File: config.mk
export PLATFORM = sky130hd
export DESIGN_NAME = dmem_arbiter
export DESIGN_NICKNAME = d
export VERILOG_FILES = /design/src/rtl/dmem_arb_pkg.sv /design/src/rtl/rr_arb2.sv /design/src/rtl/dmem_arbiter.sv
export SDC_FILE = /design/constraint.sdc
export NUM_CORES = 1
export LEC_CHECK = 0
export ABC_CLOCK_PERIOD_IN_PS = 2600
export CORE_ASPECT_RATIO = 0.5
export CORE_MARGIN = 4
export CORE_UTILIZATION = 35
export DETAILED_ROUTE_END_ITERATION = 16
export PLACE_DENSITY_LB_ADDON = 0.05
export SYNTH_ARGS = -nofsm -noshare
export SYNTH_HDL_FRONTEND = slang
export SYNTH_SLANG_ARGS = --single-unit
File: constraint.sdc
create_clock -name clk -period 2.6 [get_ports clk]
set_input_delay 0.52 -clock clk [delete_from_list [all_inputs] [get_ports clk]]
set_output_delay 0.52 -clock clk [all_outputs]
set_load 0.02 [all_outputs]
File: src/rtl/dmem_arb_pkg.sv
// Shared definitions for the data-memory arbiter.
//   - State encoding of the IDLE/ISSUE/RESP access sequencer.
//   - Requester index constants used by the picker and the sequencer.
package dmem_arb_pkg;

  localparam logic [1:0] S_IDLE  = 2'd0;
  localparam logic [1:0] S_ISSUE = 2'd1;
  localparam logic [1:0] S_RESP  = 2'd2;

  localparam logic REQ_P0 = 1'b0;
  localparam logic REQ_P1 = 1'b1;

  typedef enum logic [1:0] {
    StIdle  = S_IDLE,
    StIssue = S_ISSUE,
    StResp  = S_RESP
  } state_e;

endpackage

File: src/rtl/rr_arb2.sv
// Combinational two-way picker.
// Ports:
//   req_i[1:0]  request vector, bit n = requester n
//   last_gnt_i  index of the most recently granted requester
//   rr_en_i     1 = round-robin on contention, 0 = requester 0 always wins
//   win_o       index of the winning requester (meaningful when any_req_o)
//   any_req_o   at least one request is asserted
module rr_arb2
  import dmem_arb_pkg::*;
(
  input  logic [1:0] req_i,
  input  logic       last_gnt_i,
  input  logic       rr_en_i,
  output logic       win_o,
  output logic       any_req_o
);

  always_comb begin
    any_req_o = |req_i;
    win_o     = REQ_P0;
    unique case (req_i)
      2'b10:   win_o = REQ_P1;
      // Contention: alternate away from the last winner when round-robin is on.
      2'b11:   win_o = rr_en_i ? ~last_gnt_i : REQ_P0;
      default: win_o = REQ_P0;
    endcase
  end

endmodule

File: src/rtl/dmem_arbiter.sv
// Two-requester controller for the single-port data memory.
// Requester 0 is the pipeline load/store path, requester 1 the loader/debug DMA.
// Each access runs IDLE -> ISSUE (-> RESP for loads) -> IDLE; every output is registered.
// Ports:
//   clk, rst                 clock, synchronous active-high reset
//   pN_req/we/addr/wdata     requester N command, held until pN_gnt
//   pN_gnt                   one-cycle pulse while the command is on the memory bus
//   pN_rvalid/pN_rdata       one-cycle load-result pulse; rdata holds until the next pulse
//   mem_en/we/addr/wdata     memory command (driven during ISSUE)
//   mem_rdata                memory read data, valid the cycle after a read command
module dmem_arbiter
  import dmem_arb_pkg::*;
#(
  parameter int unsigned ADDR_W = 8,
  parameter int unsigned DATA_W = 32,
  parameter bit          RR_EN  = 1'b1
) (
  input  logic              clk,
  input  logic              rst,

  input  logic              p0_req,
  input  logic              p0_we,
  input  logic [ADDR_W-1:0] p0_addr,
  input  logic [DATA_W-1:0] p0_wdata,
  output logic              p0_gnt,
  output logic              p0_rvalid,
  output logic [DATA_W-1:0] p0_rdata,

  input  logic              p1_req,
  input  logic              p1_we,
  input  logic [ADDR_W-1:0] p1_addr,
  input  logic [DATA_W-1:0] p1_wdata,
  output logic              p1_gnt,
  output logic              p1_rvalid,
  output logic [DATA_W-1:0] p1_rdata,

  output logic              mem_en,
  output logic              mem_we,
  output logic [ADDR_W-1:0] mem_addr,
  output logic [DATA_W-1:0] mem_wdata,
  input  logic [DATA_W-1:0] mem_rdata
);

  state_e            state_q;
  logic              last_gnt_q;
  logic              cmd_idx_q;
  logic              p0_gnt_q, p1_gnt_q;
  logic              p0_rvalid_q, p1_rvalid_q;
  logic [DATA_W-1:0] p0_rdata_q, p1_rdata_q;
  logic              mem_en_q, mem_we_q;
  logic [ADDR_W-1:0] mem_addr_q;
  logic [DATA_W-1:0] mem_wdata_q;

  logic              win;
  logic              any_req;
  logic              sel_we;
  logic [ADDR_W-1:0] sel_addr;
  logic [DATA_W-1:0] sel_wdata;

  rr_arb2 u_rr_arb2 (
    .req_i      ({p1_req, p0_req}),
    .last_gnt_i (last_gnt_q),
    .rr_en_i    (RR_EN),
    .win_o      (win),
    .any_req_o  (any_req)
  );

  // Winner's command fields, only looked at in IDLE.
  always_comb begin
    sel_we    = p0_we;
    sel_addr  = p0_addr;
    sel_wdata = p0_wdata;
    if (win == REQ_P1) begin
      sel_we    = p1_we;
      sel_addr  = p1_addr;
      sel_wdata = p1_wdata;
    end
  end

  // The registered memory outputs double as the command registers: they are loaded on the
  // IDLE edge so the command is on the bus for the whole ISSUE cycle.
  always_ff @(posedge clk) begin
    if (rst) begin
      state_q     <= StIdle;
      last_gnt_q  <= REQ_P1;
      cmd_idx_q   <= REQ_P0;
      p0_gnt_q    <= 1'b0;
      p1_gnt_q    <= 1'b0;
      p0_rvalid_q <= 1'b0;
      p1_rvalid_q <= 1'b0;
      p0_rdata_q  <= '0;
      p1_rdata_q  <= '0;
      mem_en_q    <= 1'b0;
      mem_we_q    <= 1'b0;
      mem_addr_q  <= '0;
      mem_wdata_q <= '0;
    end else begin
      // Pulses default low; address/data simply hold.
      p0_gnt_q    <= 1'b0;
      p1_gnt_q    <= 1'b0;
      p0_rvalid_q <= 1'b0;
      p1_rvalid_q <= 1'b0;
      mem_en_q    <= 1'b0;
      mem_we_q    <= 1'b0;
      unique case (state_q)
        StIdle: begin
          if (any_req) begin
            cmd_idx_q   <= win;
            mem_en_q    <= 1'b1;
            mem_we_q    <= sel_we;
            mem_addr_q  <= sel_addr;
            mem_wdata_q <= sel_wdata;
            p0_gnt_q    <= (win == REQ_P0);
            p1_gnt_q    <= (win == REQ_P1);
            state_q     <= StIssue;
          end
        end
        StIssue: begin
          last_gnt_q <= cmd_idx_q;
          // mem_we_q still holds this access's direction during ISSUE.
          state_q    <= mem_we_q ? StIdle : StResp;
        end
        StResp: begin
          if (cmd_idx_q == REQ_P0) begin
            p0_rdata_q  <= mem_rdata;
            p0_rvalid_q <= 1'b1;
          end else begin
            p1_rdata_q  <= mem_rdata;
            p1_rvalid_q <= 1'b1;
          end
          state_q <= StIdle;
        end
        default: state_q <= StIdle;
      endcase
    end
  end

  assign p0_gnt    = p0_gnt_q;
  assign p1_gnt    = p1_gnt_q;
  assign p0_rvalid = p0_rvalid_q;
  assign p1_rvalid = p1_rvalid_q;
  assign p0_rdata  = p0_rdata_q;
  assign p1_rdata  = p1_rdata_q;
  assign mem_en    = mem_en_q;
  assign mem_we    = mem_we_q;
  assign mem_addr  = mem_addr_q;
  assign mem_wdata = mem_wdata_q;

endmodule
==> flow_summary.toml, run 1 <==
[outcome]
status = "complete, no violations"

[timing]
finalMaxSlewViolations = 0
hold_violations = 0
post-route-min-period_ns = 1.89
setup_violations = 0
tightest_slew_ns = 0.756
relSlewSlack_pct = 49.6
fin_worst_skew_ns = 0.00986
setup_slack_ns = 0.706
grt_setup_unrepaired = "false"
timing.final.crit_share_pct = 72.8
max_freq_ghz = 0.528
timing.setup.tns_ns = 0

[global_route]
grt-ovfl-total = 0
grt_pass1_vias = 4545
grtUsageTotal_pct = 18.7
antenna_found_initial = 0
grt_start_max_net_pins = 47
grt_pass1_wl_um = 22500

[cells_and_area]
layout_commonest_cell = "clkdlybuf4s50_1"
final_cell_mix = "clkdlybuf4s50_1 (226), nand2_1 (209), dfxtp_1 (114)"
regArea_mm2 = 0.00228
diodes = 0
area_delta_synth_final_pct = 64.4
fill_cells = 1180
multi_input_area_mm2 = 0.00209
layout.nets = 866
drive_gt1_share_pct = 11.8

[cts]
ctsHoldBuffers = 0
cts_buffers = 17
cts_resized = 0
cts_buffer_depth = 2
cts_setup_buffers = 0
cts-htree-levels = 4
cts_root_buffer = "clkbuf_16"
cts.sinks = 114
cts.clk_slew.worst_paths_ns = 0.05
cts_tree = "yes"
clock_latency_ns = 0.40

[yosys]
ys_seq_elements = 114
synth_area_mm2 = 0.00460
avgSynthCellArea_um2 = 8.49
netlist_instances = 541
yosys.area.top_type = "dfxtp_1"
synthTopCellsByArea = "dfxtp_1 (50%), nand2_1 (17%), a311oi_2 (13%)"
synth_nets = 659
yosys_warnings = 0
seq_area_frac_synth_pct = 49.7
yosysTopAreaCellShare_pct = 49.7
synth_cell_types = 22

[critical_path]
cp_data_arrival_time_ns = 1.37
path_class = "flop to output port"
cp-start-kind = "flop"
slowest_stage = "clkdlybuf4s50_1"
cp_max_fo = 2
worstPathBufferInverterCount = 1
worstPathCellList = "clkdlybuf4s50_1"
cpLargestDelayFamily = "buffers and inverters"
worst_setup_path_end_kind = "output port"
critPathMaxStageDelay_ns = 0.62
required_ns = 2.08

[routing]
avgRoutedWirePerCell_um = 15.5
wl_met2_um = 6720
vias_per_cell = 4.88
firstDrtPassIters = 6
drcViolationCount = 0
wirelength_um = 14500
vias = 4547
dr.first_iter.drc_count = 307
routedLengthMet1_um = 6260
wl_met3_um = 1320
top_layer_used = "met4"
drtAntennaViolNets = 0

[hold_path]
hp-class = "flop to flop"

[place]
place.gp.congestion = 0.752
placement.io_buffers = 227
dp_hpwl_um = 9670
place_ws_ns = 0.360

[floorplanning]
ios = 228
rows = 29
initial_core_util_pct = 36.1
die_area_mm2 = 0.0151
core_area_mm2 = 0.0127
die-width_um = 170
die_y_um = 89.0

[run]
drv_cap = 0

[pwr]
leakagePower_uw = 0.00266
power.density_mw_per_mm2 = 688
peakVddDrop_v = 0.000379
-- final timing paths --
| path | start | end | slack [ns] | cells after the start |
|---|---|---|---|---|
| setup / recovery | mem_wdata[13] | mem_wdata[13] | 0.71 | 1 |
| hold / removal | mem_we | state_q[1] | 0.44 | 1 |
| hold reg to reg | mem_we | state_q[1] | 0.44 | 1 |
| setup reg to reg | state_q[1] | p0_rdata[12] | 0.97 | 3 |
-- synth_stat cells --
cell type and instances:
nand2_1 209, dfxtp_1 114, a21oi_1 105, a311oi_2 40, clkbuf_1 32, buf_2 12
buf_6 5, nor2_1 4, nor3_1 4, a21bo_2 2, mux2i_1 2, nand2b_1 2
a21boi_2 1, and2_4 1, and3b_1 1, buf_1 1, nand3_1 1, nand3b_1 1
nor2_2 1, nor3b_2 1, or2_0 1, or3b_2 1
-- registers in the layout, indices dropped and copies added (netlist names) --
signal / cells
cmd_idx_q: 1
last_gnt_q: 1
mem_addr: 8
mem_en: 1
mem_wdata: 32
mem_we: 1
p0_gnt: 1
p0_rdata: 32
p0_rvalid: 1
p1_gnt: 1
p1_rdata: 32
p1_rvalid: 1
state_q: 2
-- cells by family after synthesis --
kind of cell           synth area share [%]
buffers and inverters                  5.23
AND/OR/NAND/NOR                        19.5
multiplexers                          0.436
AO/OA/AOI/OAI                          25.2
flip-flops                             49.7
-- power breakdown --
| group | internal [uW] | total (uW) | switching, uW |
|---|---|---|---|
| combinational | 470 | 946 | 475 |
| sequential | 1850 | 1920 | 60.7 |
| clock | 1500 | 2340 | 836 |
| total | 3830 | 5200 | 1370 |
-- final cells by class --
| cell class | count | area share [%] |
|---|---|---|
| sequential | 114 | 30.2 |
| clock buffer | 18 | 5.68 |
| timing repair buffer | 238 | 31.5 |
| tap | 170 | 2.81 |
| multi-input combinational | 377 | 27.7 |
| clock inverter | 14 | 2.17 |
-- metrics by stage --
stage | power, uW | instances | hold WS (ns) | util, % | instance area (um^2)
after floorplan | 2440 | 541 | 0.494 | - | 4600
after global placement | 2900 | 899 | 0.433 | 54.7 | 6960
after detailed placement | 2910 | 899 | 0.437 | 54.7 | 6960
after CTS | 5260 | 931 | 0.450 | 59.3 | 7560
after global routing | 5410 | 931 | 0.474 | 59.3 | 7560
final | 5200 | 931 | 0.443 | 59.3 | 7560
-- layer usage --
layer  global-route usage [%]  up-vias
met4                     6.01        0
met3                     7.55       18
met1                     21.5     2135
li1                         -     2251
met5                        0        -
met2                     32.4      143
(Power assumes the default switching activity.)
==> run 2: changes to the inputs <==
--- a/config.mk
+++ b/config.mk
@@ -5,7 +5,7 @@
 export SDC_FILE = /design/constraint.sdc
 export NUM_CORES = 1
 export LEC_CHECK = 0
-export ABC_CLOCK_PERIOD_IN_PS = 2600
+export ABC_CLOCK_PERIOD_IN_PS = 1600
 export CORE_ASPECT_RATIO = 0.5
 export CORE_MARGIN = 4
 export CORE_UTILIZATION = 35
==> constraint.sdc (replaced) <==
create_clock -name clk -period 1.6 [get_ports clk]
set_input_delay 0.32 -clock clk [delete_from_list [all_inputs] [get_ports clk]]
set_output_delay 0.32 -clock clk [all_outputs]
set_load 0.02 [all_outputs]
==> flow_summary.toml, run 2 (synthesized netlist as in run 1, its figures left out) <==
[outcome]
status = "complete, no violations"

[cells_and_area]
final_cell_mix = "nand2_1 (209), clkdlybuf4s50_1 (116), dfxtp_1 (114)"
diodes = 0
drive_gt1_share_pct = 13.3
layout.nets = 878
utilization_pct = 60.4
area_delta_synth_final_pct = 67.5
layout_commonest_cell = "nand2_1"

[pwr]
peakVddDrop_v = 0.000642
power.density_mw_per_mm2 = 1130
leakagePower_uw = 0.00325

[global_route]
grtUsageTotal_pct = 18.4
grt_start_max_net_pins = 42
antenna_found_initial = 0
grt-ovfl-total = 0
grt_pass1_vias = 4445
grt_pass1_wl_um = 22100

[timing]
hold_slack_ns = 0.311
post-route-min-period_ns = 1.43
timing.final.crit_share_pct = 89.3
hold_violations = 0
setup_slack_ns = 0.171
max_freq_ghz = 0.700
grt_setup_unrepaired = "false"
tightest_slew_ns = 0.352
timing.setup.tns_ns = 0
fin_worst_skew_ns = 0.0120
relSlewSlack_pct = 76.6
setup_violations = 0
finalMaxSlewViolations = 0

[cts]
cts.clk_slew.worst_paths_ns = 0.06
cts_setup_buffers = 0
cts.sinks = 114
cts-htree-levels = 4
cts_tree = "yes"
cts_buffer_depth = 2
ctsHoldBuffers = 0
cts_buffers = 17
clock_latency_ns = 0.41
cts_root_buffer = "clkbuf_16"

[critical_path]
worst_setup_path_end_kind = "output port"
reg2reg_from = "state_q[1]"
required_ns = 1.28
worstPathCellList = "dlygate4sd2_1"
cpLargestDelayFamily = "buffers and inverters"
cp_max_fo = 2
crit_start = "p1_rdata[4]"
path_class = "flop to output port"
cp-start-kind = "flop"
slowest_stage = "dlygate4sd2_1"
worstPathBufferInverterCount = 1
critPathMaxStageDelay_ns = 0.38
cp_data_arrival_time_ns = 1.11

[floorplanning]
die_area_mm2 = 0.0151
ios = 228
rows = 29
initial_core_util_pct = 36.1
die-width_um = 170
die_y_um = 89.0
core_area_mm2 = 0.0127

[routing]
drtAntennaViolNets = 0
drcViolationCount = 0
firstDrtPassIters = 4
wl_met2_um = 6700
vias = 4534
routedLengthMet1_um = 6160
dr.first_iter.drc_count = 216
avgRoutedWirePerCell_um = 15.2
wl_met3_um = 1360
wirelength_um = 14400
vias_per_cell = 4.81
top_layer_used = "met4"

[run]
drv_cap = 0

[place]
dp_hpwl_um = 10000
placement.io_buffers = 227
place_ws_ns = -0.158
place.gp.congestion = 0.759

[hold_path]
hp-start = "rst"
hp-class = "input port to flop"
run 2: cell count changes in the layout (fill, tap and decap cells not counted), sizes merged:
cell           change
clkdlybuf4s50    -110
bufinv             +1
buf               +12
inv                +1
clkinv             -2
dlygate4sd2      +110
run 2: final timing paths:
check | end | slack, ns | cells past startpoint
max | p1_rdata[4] | 0.17 | 1
min | mem_addr[7] | 0.31 | 2
max reg2reg | p0_rdata[10] | 0.18 | 4
min reg2reg | state_q[1] | 0.44 | 1
run 2: layout make-up:
cell class / count / area [um^2]
fill: 1200 / 5040
tap: 170 / 213
timing repair buffer: 250 / 2470
clock buffer: 18 / 439
multi-input combinational: 377 / 2090
clock inverter: 14 / 204
sequential: 114 / 2280
run 2: timing repair:
action,4_1_cts,5_1_grt
setup endpoints to repair,110,0
hold endpoints to repair,0,0
resized for setup,110,0
run 2: metrics by stage:
step | cell area [um^2] | power (uW) | std cells
2_1_floorplan | 4600 | 3970 | 541
3_3_place_gp | 7190 | 4820 | 911
5_1_grt | 7700 | 9060 | 943
6_report | 7700 | 8700 | 943
3_5_place_dp | 7190 | 4830 | 911
4_1_cts | 7700 | 8810 | 943
run 2: metal layers:
| layer | vias up | GRT usage (%) |
|---|---|---|
| met2 | 148 | 31.9 |
| met5 | - | 0 |
| met3 | 9 | 7.77 |
| met1 | 2093 | 21.3 |
| li1 | 2284 | - |
| met4 | 0 | 4.93 |
run 2: power breakdown:
group	switching [uW]	total, uW	internal, uW
clock	1400	4070	2670
combinational	792	1530	742
sequential	87.0	3100	3010
total	2280	8700	6420
==> run 3: changes to the inputs <==
--- a/config.mk
+++ b/config.mk
@@ -14,3 +14,4 @@
 export SYNTH_ARGS = -nofsm -noshare
 export SYNTH_HDL_FRONTEND = slang
 export SYNTH_SLANG_ARGS = --single-unit
+export TNS_END_PERCENT = 50
==> results of run 3 <==
The final DEF is identical to that of run 2; final timing and power are the same.
